$ cat config.mk
export PLATFORM = sky130hd
export DESIGN_NAME = ddr3_burst_sequencer
export DESIGN_NICKNAME = d
export VERILOG_FILES = /design/src/rtl/ddr3_seq_pkg.sv /design/src/rtl/ddr3_beat_counter.sv /design/src/rtl/ddr3_burst_sequencer.sv
export SDC_FILE = /design/constraint.sdc
export NUM_CORES = 1
export LEC_CHECK = 0
export CORE_MARGIN = 5
export CORE_UTILIZATION = 35
export CTS_BUF_LIST = sky130_fd_sc_hd__clkbuf_16
export DETAILED_ROUTE_END_ITERATION = 10
export PLACE_DENSITY_LB_ADDON = 0.25
export REMOVE_ABC_BUFFERS = 1
export SLEW_MARGIN = 20
export SYNTH_ARGS = -nofsm -noshare
export SYNTH_HDL_FRONTEND = slang
export SYNTH_SLANG_ARGS = --single-unit
$ cat constraint.sdc
create_clock -name clk -period 2 [get_ports clk]
set_input_delay 0.4 -clock clk [delete_from_list [all_inputs] [get_ports clk]]
set_output_delay 0.4 -clock clk [all_outputs]
set_load 0.005 [all_outputs]
$ cat src/rtl/ddr3_seq_pkg.sv
// Shared types and default widths for the DDR3 burst sequencer.
package ddr3_seq_pkg;

    localparam int DEF_ADDR_W = 27;
    localparam int DEF_DATA_W = 16;
    localparam int DEF_SEL_W  = 2;
    localparam int DEF_LEN_W  = 16;

    typedef enum logic [1:0] {
        ST_WAIT_INIT = 2'd0,
        ST_IDLE      = 2'd1,
        ST_WRITE     = 2'd2,
        ST_READ      = 2'd3
    } seq_state_t;

endpackage

$ cat src/rtl/ddr3_beat_counter.sv
// Per-beat word address generator plus remaining-beats down-counter.
// Loaded at command acceptance, stepped once per completed beat.
module ddr3_beat_counter #(
    parameter int ADDR_W = 27,
    parameter int LEN_W  = 16
)(
    input  logic              clk,
    input  logic              reset,
    input  logic              i_load,
    input  logic [ADDR_W-1:0] i_addr,
    input  logic [LEN_W-1:0]  i_len,
    input  logic              i_step,
    output logic [ADDR_W-1:0] o_addr,
    output logic              o_last
);

    localparam logic [ADDR_W-1:0] ADDR_ONE = ADDR_W'(1);
    localparam logic [LEN_W-1:0]  LEN_ONE  = LEN_W'(1);

    logic [ADDR_W-1:0] r_addr;
    logic [LEN_W-1:0]  r_remaining;

    // Address wraps naturally modulo 2^ADDR_W; the counter holds beats-1.
    always_ff @(posedge clk or posedge reset) begin
        if (reset) begin
            r_addr      <= '0;
            r_remaining <= '0;
        end else if (i_load) begin
            r_addr      <= i_addr;
            r_remaining <= i_len;
        end else if (i_step) begin
            r_addr      <= r_addr + ADDR_ONE;
            r_remaining <= r_remaining - LEN_ONE;
        end
    end

    assign o_addr = r_addr;
    assign o_last = (r_remaining == '0);

endmodule

$ cat src/rtl/ddr3_burst_sequencer.sv
// Burst command front-end for slowDDR3: turns {addr, len, dir} commands
// into per-beat sysIO transfers with zero-latency data passthrough.
module ddr3_burst_sequencer
    import ddr3_seq_pkg::*;
#(
    parameter int ADDR_W = DEF_ADDR_W,
    parameter int DATA_W = DEF_DATA_W,
    parameter int SEL_W  = DEF_SEL_W,
    parameter int LEN_W  = DEF_LEN_W
)(
    input  logic              clk,
    input  logic              reset,
    input  logic              cmd_valid,
    output logic              cmd_ready,
    input  logic              cmd_write,
    input  logic [ADDR_W-1:0] cmd_addr,
    input  logic [LEN_W-1:0]  cmd_len,
    input  logic [SEL_W-1:0]  cmd_sel,
    input  logic              wdata_valid,
    output logic              wdata_ready,
    input  logic [DATA_W-1:0] wdata,
    output logic              rdata_valid,
    input  logic              rdata_ready,
    output logic [DATA_W-1:0] rdata,
    output logic              rdata_last,
    output logic              busy,
    output logic              done,
    output logic [ADDR_W-1:0] ddr_address,
    output logic [SEL_W-1:0]  ddr_sel,
    output logic              ddr_wr_valid,
    input  logic              ddr_wr_ready,
    output logic [DATA_W-1:0] ddr_wr_payload,
    output logic              ddr_rd_ready,
    input  logic              ddr_rd_valid,
    input  logic [DATA_W-1:0] ddr_rd_payload,
    input  logic              ddr_init_fin
);

    seq_state_t        r_state;
    seq_state_t        w_next_state;
    logic [SEL_W-1:0]  r_sel;
    logic              r_done;
    logic              w_accept;
    logic              w_beat;
    logic              w_last;
    logic [ADDR_W-1:0] w_addr;

    // cmd_ready is held low during the done cycle so the two never overlap.
    assign w_accept = (r_state == ST_IDLE) && !r_done && cmd_valid;
    assign w_beat   = ((r_state == ST_WRITE) && wdata_valid && ddr_wr_ready) ||
                      ((r_state == ST_READ)  && ddr_rd_valid && rdata_ready);

    ddr3_beat_counter #(
        .ADDR_W (ADDR_W),
        .LEN_W  (LEN_W)
    ) u_beat_counter (
        .clk    (clk),
        .reset  (reset),
        .i_load (w_accept),
        .i_addr (cmd_addr),
        .i_len  (cmd_len),
        .i_step (w_beat),
        .o_addr (w_addr),
        .o_last (w_last)
    );

    // State register; reset aborts any burst back to waiting for init.
    // NOTE: sequential state uses non-blocking assignments so every register
    // samples the pre-edge values regardless of block ordering.
    always_ff @(posedge clk or posedge reset) begin
        if (reset) r_state <= ST_WAIT_INIT;
        else       r_state <= w_next_state;
    end

    // Byte select latched per command; done marks the beat after the last one.
    always_ff @(posedge clk or posedge reset) begin
        if (reset) begin
            r_sel  <= '0;
            r_done <= 1'b0;
        end else begin
            if (w_accept) r_sel <= cmd_sel;
            r_done <= w_beat && w_last;
        end
    end

    // Next-state logic; init_fin is sticky because WAIT_INIT is never re-entered.
    always_comb begin
        w_next_state = r_state;
        case (r_state)
            ST_WAIT_INIT: if (ddr_init_fin) w_next_state = ST_IDLE;
            ST_IDLE:      if (w_accept)     w_next_state = cmd_write ? ST_WRITE : ST_READ;
            ST_WRITE,
            ST_READ:      if (w_beat && w_last) w_next_state = ST_IDLE;
            default:      w_next_state = ST_WAIT_INIT;
        endcase
    end

    // Output decode: handshakes are pure passthrough gated by state.
    // NOTE: every output gets a default first so no path infers a latch.
    always_comb begin
        cmd_ready      = 1'b0;
        busy           = 1'b0;
        wdata_ready    = 1'b0;
        ddr_wr_valid   = 1'b0;
        ddr_wr_payload = '0;
        ddr_rd_ready   = 1'b0;
        rdata_valid    = 1'b0;
        rdata          = '0;
        rdata_last     = 1'b0;
        case (r_state)
            ST_IDLE: cmd_ready = !r_done;
            ST_WRITE: begin
                busy           = 1'b1;
                ddr_wr_valid   = wdata_valid;
                ddr_wr_payload = wdata;
                wdata_ready    = ddr_wr_ready;
            end
            ST_READ: begin
                busy         = 1'b1;
                ddr_rd_ready = rdata_ready;
                rdata_valid  = ddr_rd_valid;
                rdata        = ddr_rd_payload;
                rdata_last   = w_last;
            end
            default: ;
        endcase
    end

    assign done        = r_done;
    assign ddr_address = w_addr;
    assign ddr_sel     = r_sel;

endmodule

# == Word-level counts from Yosys, hierarchy flattened ==
# Cells that the tools add are included.
# word_totals
out_inout_bits,69
in_bits,86
elab_cells,45
ff_bits,48
# classes
addsub,2
n_reduce_logical,14
n_eq_ne,6
mux,18
# ops
operator,count
16-bit 2-to-1 mux,4
27-bit 2-to-1 mux,2
27-bit by 1-bit adder with 27-bit output (second input constant),1
16-bit logical NOT,1
16-bit by 1-bit subtractor with 16-bit output (second input constant),1
1-bit 2-to-1 mux,8
1-bit logical AND,7
2-bit 2-to-1 mux,3
2-bit one-hot mux with 3 select lines,1
2-bit == test (second input constant),2
2-bit by 1-bit != test with 1-bit output (second input constant),2
3-bit AND reduction,1
2-bit by 1-bit == test with 1-bit output (second input constant),1
2-bit logical NOT,1
2-bit != test (second input constant),1
2-bit nonzero test,1
2-bit OR reduction,1
1-bit logical NOT,1
1-bit logical OR,1

# == Depth between registers and ports, before layout ==
# logic_depth
ltp_word,7
ltp_mapped,7
ltp_nobuf,7

# == Modules after synthesis ==
# Synthesis repeated with hierarchy kept, for this count alone.
# hier_totals
hier_cells,345
area_unflattened_um2,2966.6
# by_module_without_submodules
module,cells_each,seq_area_each_um2,instances,area_each_um2
ddr3_beat_counter,278,1076.0,1,2426.1
ddr3_burst_sequencer,67,125.1,1,540.5

# == Worst setup path after synthesis ==
# Ideal clock, no wire load.
# synth_timing
path_kind,flip-flop to flip-flop
from,register u_beat_counter.r_remaining[4]
to,register r_state[1]
stages_incl_launch_ff,6
required_time_ps,1867
arrival_time_ps,1774
path_slack_ps,93
setup_time_ps,133
period_less_slack_ps,1907
path_buffers,0
path_cell_list,dfrtp_1 -> or4_4 -> nand2b_4 -> or4_4 -> inv_2 -> o21ai_2
# synth_between
elab_chain_cells,4
# synth_lines
item,line,rtl
from (decl),ddr3_beat_counter.sv:21,logic [LEN_W-1:0] r_remaining;
from (signal assigned),ddr3_beat_counter.sv:30,r_remaining <= i_len;
from (signal assigned),ddr3_beat_counter.sv:33,r_remaining <= r_remaining - LEN_ONE;
16-bit logical NOT,ddr3_beat_counter.sv:38,assign o_last = (r_remaining == '0);
1-bit logical AND,ddr3_burst_sequencer.sv:93,ST_READ: if (w_beat && w_last) w_next_state = ST_IDLE;
2-bit by 1-bit != test with 1-bit output (no line),--,
3-bit AND reduction (no line),--,
to (signal assigned),ddr3_burst_sequencer.sv:72,else r_state <= w_next_state;
to (decl),ddr3_burst_sequencer.sv:39,seq_state_t r_state;
# Every way passes these cells.
# A chain may end at the register's enable or synchronous reset.

# == Worst setup path in the final report ==
# layout_timing
from,register u_beat_counter.r_remaining[4]
to,output port rdata_last
# layout_between
elab_chain_cells,2
# layout_lines
item,line,rtl
16-bit logical NOT,ddr3_beat_counter.sv:38,
1-bit 2-to-1 mux,ddr3_burst_sequencer.sv:110,case (r_state)
to (decl),ddr3_burst_sequencer.sv:25,"output logic rdata_last,"
# Every way passes these cells.

==> impl_results.md <==
- Run status: complete, but fails checks
- Failing checks: setup timing
- Number of synthesized flops with an enable pin: 0
- Largest area contributor in the netlist: sky130_fd_sc_hd__dfrtp_1
- Register area: 1202 sq um
- Sequential share of power: 0.334
- Synth warnings: 0
- Comb power frac: 0.527
- Nets: 607
- Clock tree from TritonCTS: done
- Synth top area cells: sky130_fd_sc_hd__dfrtp_1 (42%), sky130_fd_sc_hd__nand2_1 (6.6%), sky130_fd_sc_hd__xor2_1 (6.2%)
- Routability congestion estimate from global placement: 0.8917
- Internal Power: 0.003784 W
- Final period utilization: 1.030
- Library cells used by synthesis: 39
- Routed Wire Length: 10.08 mm
- Synthesis-to-layout area growth: 80.12%
- Critical Path RT: 1.60 ns
- Core Box Area: 7807 sq um
- RSZ-0062 raised after global routing: yes
- Cells after DPL: 603
- Reg2Reg Capture Point: r_state[1]
- Hold crit path type: input pin to asynchronous set/reset pin
- Count of vias placed by the detailed router: 3107
- Inserted Clock Buffers: 5
- Buffer levels on the longest clock path: 2
- Combined area of all synthesized cells: 2833 sq um
- Most used flip-flop cell after synthesis: sky130_fd_sc_hd__dfrtp_1
- Fill cell count: 667
- FF+latch count, synth: 48
- Number of global-route vias before repair: 3189
- Net switching share of the total power: 0.3447
- Number of nets still failing antenna checks after routing: 0
- Worst rel slew slack: 0.7625
- Setup slack after layout: -0.05961 ns
- DR WL/cell: 16.15 um
- Number of cells in the finished layout apart from fillers: 624
- Initial cell density of the core: 0.3628
- Drt first pass iters: 4
- I/O pin total: 155
- Vert. Die Dim: 99.97 um
- Clock group share of total power: 0.139
- Total number of placement rows: 32
- Largest net degree at the start of global routing: 49
- Violation count after the first detailed-route iteration: 57
- Initial antenna violation count: 2
- Global-route wire length before repair: 15.46 mm
- Minimum clock period: 2.060 ns
- Slew Limit Fails: 0
- Cell leakage power: 2.308 nW
- Input/output buffers: 154
- Crit Path Max Fanout: 2
- Upper clock frequency limit: 0.4855 GHz
- Start of the worst register-to-register path: u_beat_counter.r_remaining[4]
- Share of synthesized area occupied by flip-flops and latches: 0.4240
- Area share of the largest cell type after synthesis: 0.4240
- CP endpoint kind: output pin
- Number of clock sinks: 48
- Maximum Capacitance Violations: 0
- Peak supply drop: 0.0004722 V
- Layout cells sized above 1: 0.1577
- Post-detailed-placement half-perimeter wirelength: 7.720 mm
- Via/cell ratio: 4.979
- Overall power: 0.005774 W
- Syn Inst Count: 327
- DIE AREA: 9993 sq um
- Clock tree root driver cell: sky130_fd_sc_hd__clkbuf_16
- Destination of the critical timing path: rdata_last
- Area occupied by multi-input gates: 1619 sq um
- Power per cell area: 1132 nW/um^2
- Insertion delay of the later-clocked pin in the worst-skew pair: 0.28 ns
- Worst slew pin tran: 0.3517 ns
- R2R setup slack: 0.04 ns
- Data arrival at the endpoint of the critical path: 1.66 ns
- Net switching power: 0.001990 W
- Finish-stage setup viols: 1
- Final count of hold timing violations: 0
- Clock tree skew after final layout: 0.006167 ns
- Horiz. Die Dim: 99.97 um
- Clock transition time at the flip-flop clock pins of the worst setup and hold paths: 0.06 ns
- R2R cell count: 6
- Post-Synthesis Mean Instance Area: 8.663 sq um
- Total Routing Usage GR: 0.1928
- Type of element launching the critical path: flip-flop
- Total grt overflow: 0
- H-tree level count: 2
- DRC: 0
- CP startpoint: u_beat_counter.r_remaining[4]
- Worst setup path category: flip-flop to output pin
- Synth async-reset ratio: 1.000
timing repair:
| action | CTS | global route |
|---|---|---|
| pin swaps | 1 | 2 |
| endpoints found under the setup margin | 36 | 26 |
| gates cloned | 1 | 1 |
| setup buffers | 6 | 3 |
| gates resized for setup | 35 | 28 |
| endpoints found under the hold margin | 0 | 0 |
| hold buffers | 0 | 0 |
cell type report:
type | count | area share
Inverter | 7 | 0.005150
Multi-Input combinational cell | 254 | 0.3173
Sequential cell | 48 | 0.2357
Timing Repair Buffer | 203 | 0.3884
Antenna cell | 2 | 0.0009809
Clock buffer | 5 | 0.02452
Clock inverter | 3 | 0.002943
Tap cell | 102 | 0.02501
routing by layer:
| layer | wire [um] | up-vias | GRT usage | part of all wire |
|---|---|---|---|---|
| li1 | - | 1526 | - | - |
| met1 | 4024 | 1453 | 0.2146 | 0.40 |
| met2 | 5148 | 118 | 0.3525 | 0.51 |
| met3 | 691 | 10 | 0.04587 | 0.069 |
| met4 | 216 | 0 | 0.07458 | 0.021 |
| met5 | 0 | - | 0 | 0 |
worst max-delay path: stages, from the launching register on:
cell                       delay (ns)
sky130_fd_sc_hd__dfrtp_1         0.38
sky130_fd_sc_hd__or4_4           0.54
sky130_fd_sc_hd__nand2b_4        0.17
sky130_fd_sc_hd__nor4_4          0.14
sky130_fd_sc_hd__buf_2           0.16
registers in the layout, indices dropped and copies added, names as in the netlist:
| name | count |
|---|---|
| u_beat_counter.o_addr | 27 |
| u_beat_counter.r_remaining | 16 |
| ddr_sel | 2 |
| r_state | 2 |
| done | 1 |
worst min-delay path by stage:
stage / start / endpoint / cells past startpoint
finish: reset / u_beat_counter.o_addr[26] / 3
global route: reset / ddr_sel[0] / 3
CTS: reset / u_beat_counter.o_addr[21] / 3
detailed placement: ddr_sel[0] / ddr_sel[0] / 2
global placement: ddr_sel[1] / ddr_sel[1] / 2
floorplan: ddr_sel[0] / ddr_sel[0] / 2
Yosys cell counts (2+ instances only):
master / instances
sky130_fd_sc_hd__xor2_1: 20
sky130_fd_sc_hd__o21ai_1: 10
sky130_fd_sc_hd__and2_1: 19
sky130_fd_sc_hd__a31oi_1: 2
sky130_fd_sc_hd__nor4_1: 6
sky130_fd_sc_hd__or4_1: 2
sky130_fd_sc_hd__a21oi_1: 8
sky130_fd_sc_hd__xnor2_1: 15
sky130_fd_sc_hd__ha_1: 2
sky130_fd_sc_hd__or4_4: 2
sky130_fd_sc_hd__nand4_1: 11
sky130_fd_sc_hd__nor3_1: 3
sky130_fd_sc_hd__clkbuf_1: 18
sky130_fd_sc_hd__and3_1: 21
sky130_fd_sc_hd__inv_1: 6
sky130_fd_sc_hd__and4_1: 2
sky130_fd_sc_hd__or3_1: 2
sky130_fd_sc_hd__nor3b_1: 2
sky130_fd_sc_hd__nand2_1: 50
sky130_fd_sc_hd__o211ai_1: 3
sky130_fd_sc_hd__nor2_1: 18
sky130_fd_sc_hd__nand3_1: 16
sky130_fd_sc_hd__o21ai_0: 26
sky130_fd_sc_hd__dfrtp_1: 48
stage by stage:
step | setup TNS [ns] | area [sq um] | setup WS, ns | util | hold slack (ns)
after floorplan | -19.37 | 2765 | -0.5248 | - | 0.4697
after CTS | -0.1117 | 4956 | -0.06523 | 0.6348 | 0.4821
after detailed placement | -1.580 | 4746 | -0.3436 | 0.6079 | 0.4827
final | -0.05961 | 5102 | -0.05961 | 0.6535 | 0.4626
after global routing | -0.1408 | 5102 | -0.1170 | 0.6535 | 0.5230
after global placement | -1.041 | 4746 | -0.3247 | 0.6079 | 0.4646
cell usage in the layout, fill, tap and decap left out, drive strengths merged:
cell | Yosys | routed
a31oi | 2 | 2
a21boi | 1 | 1
nand2 | 50 | 50
dlymetal6s2s | 0 | 14
nor3b | 2 | 2
nor4 | 8 | 8
dfrtp | 48 | 48
buf | 0 | 49
nor2 | 18 | 18
and4b | 1 | 1
o41ai | 1 | 1
or3 | 3 | 3
mux2i | 1 | 1
o21ai | 37 | 37
nand2b | 1 | 1
dlygate4sd2 | 0 | 18
xor2 | 20 | 20
clkinvlp | 0 | 1
and3 | 21 | 21
or4 | 4 | 4
xnor2 | 15 | 15
a21oi | 8 | 8
nand3 | 16 | 16
ha | 2 | 2
and2 | 19 | 19
o211a | 1 | 1
clkbuf | 18 | 6
nand4b | 1 | 1
o211ai | 3 | 3
diode | 0 | 2
inv | 7 | 8
and4 | 2 | 2
clkdlybuf4s50 | 0 | 121
a211o | 1 | 1
clkinv | 0 | 1
nor3 | 3 | 3
nand4 | 12 | 12
a22oi | 1 | 1
power by group through the flow:
stage | clock (W) | sequential [W] | combinational (W)
after global routing | 0.000865 | 0.00201 | 0.00332
after detailed placement | 0 | 0.00193 | 0.00289
after floorplan | 0 | 0.00195 | 0.00101
after CTS | 0.000829 | 0.00192 | 0.00299
after global placement | 0 | 0.00190 | 0.00283
final | 0.000803 | 0.00193 | 0.00304
cell families (layout without fill, tap and decap cells):
| family | count (synthesis) | in the layout | share of synthesized area |
|---|---|---|---|
| flip-flops | 48 | 48 | 0.4240 |
| AO/OA/AOI/OAI | 55 | 55 | 0.1100 |
| multiplexers | 1 | 1 | 0.003534 |
| buffers and inverters | 25 | 218 | 0.03312 |
| other | 0 | 2 | 0 |
| adder cells (fa/ha/maj) | 2 | 2 | 0.008833 |
| XOR/XNOR | 35 | 35 | 0.1082 |
| AND/OR/NAND/NOR | 161 | 161 | 0.3123 |
Power figures use the tool's default switching activity.
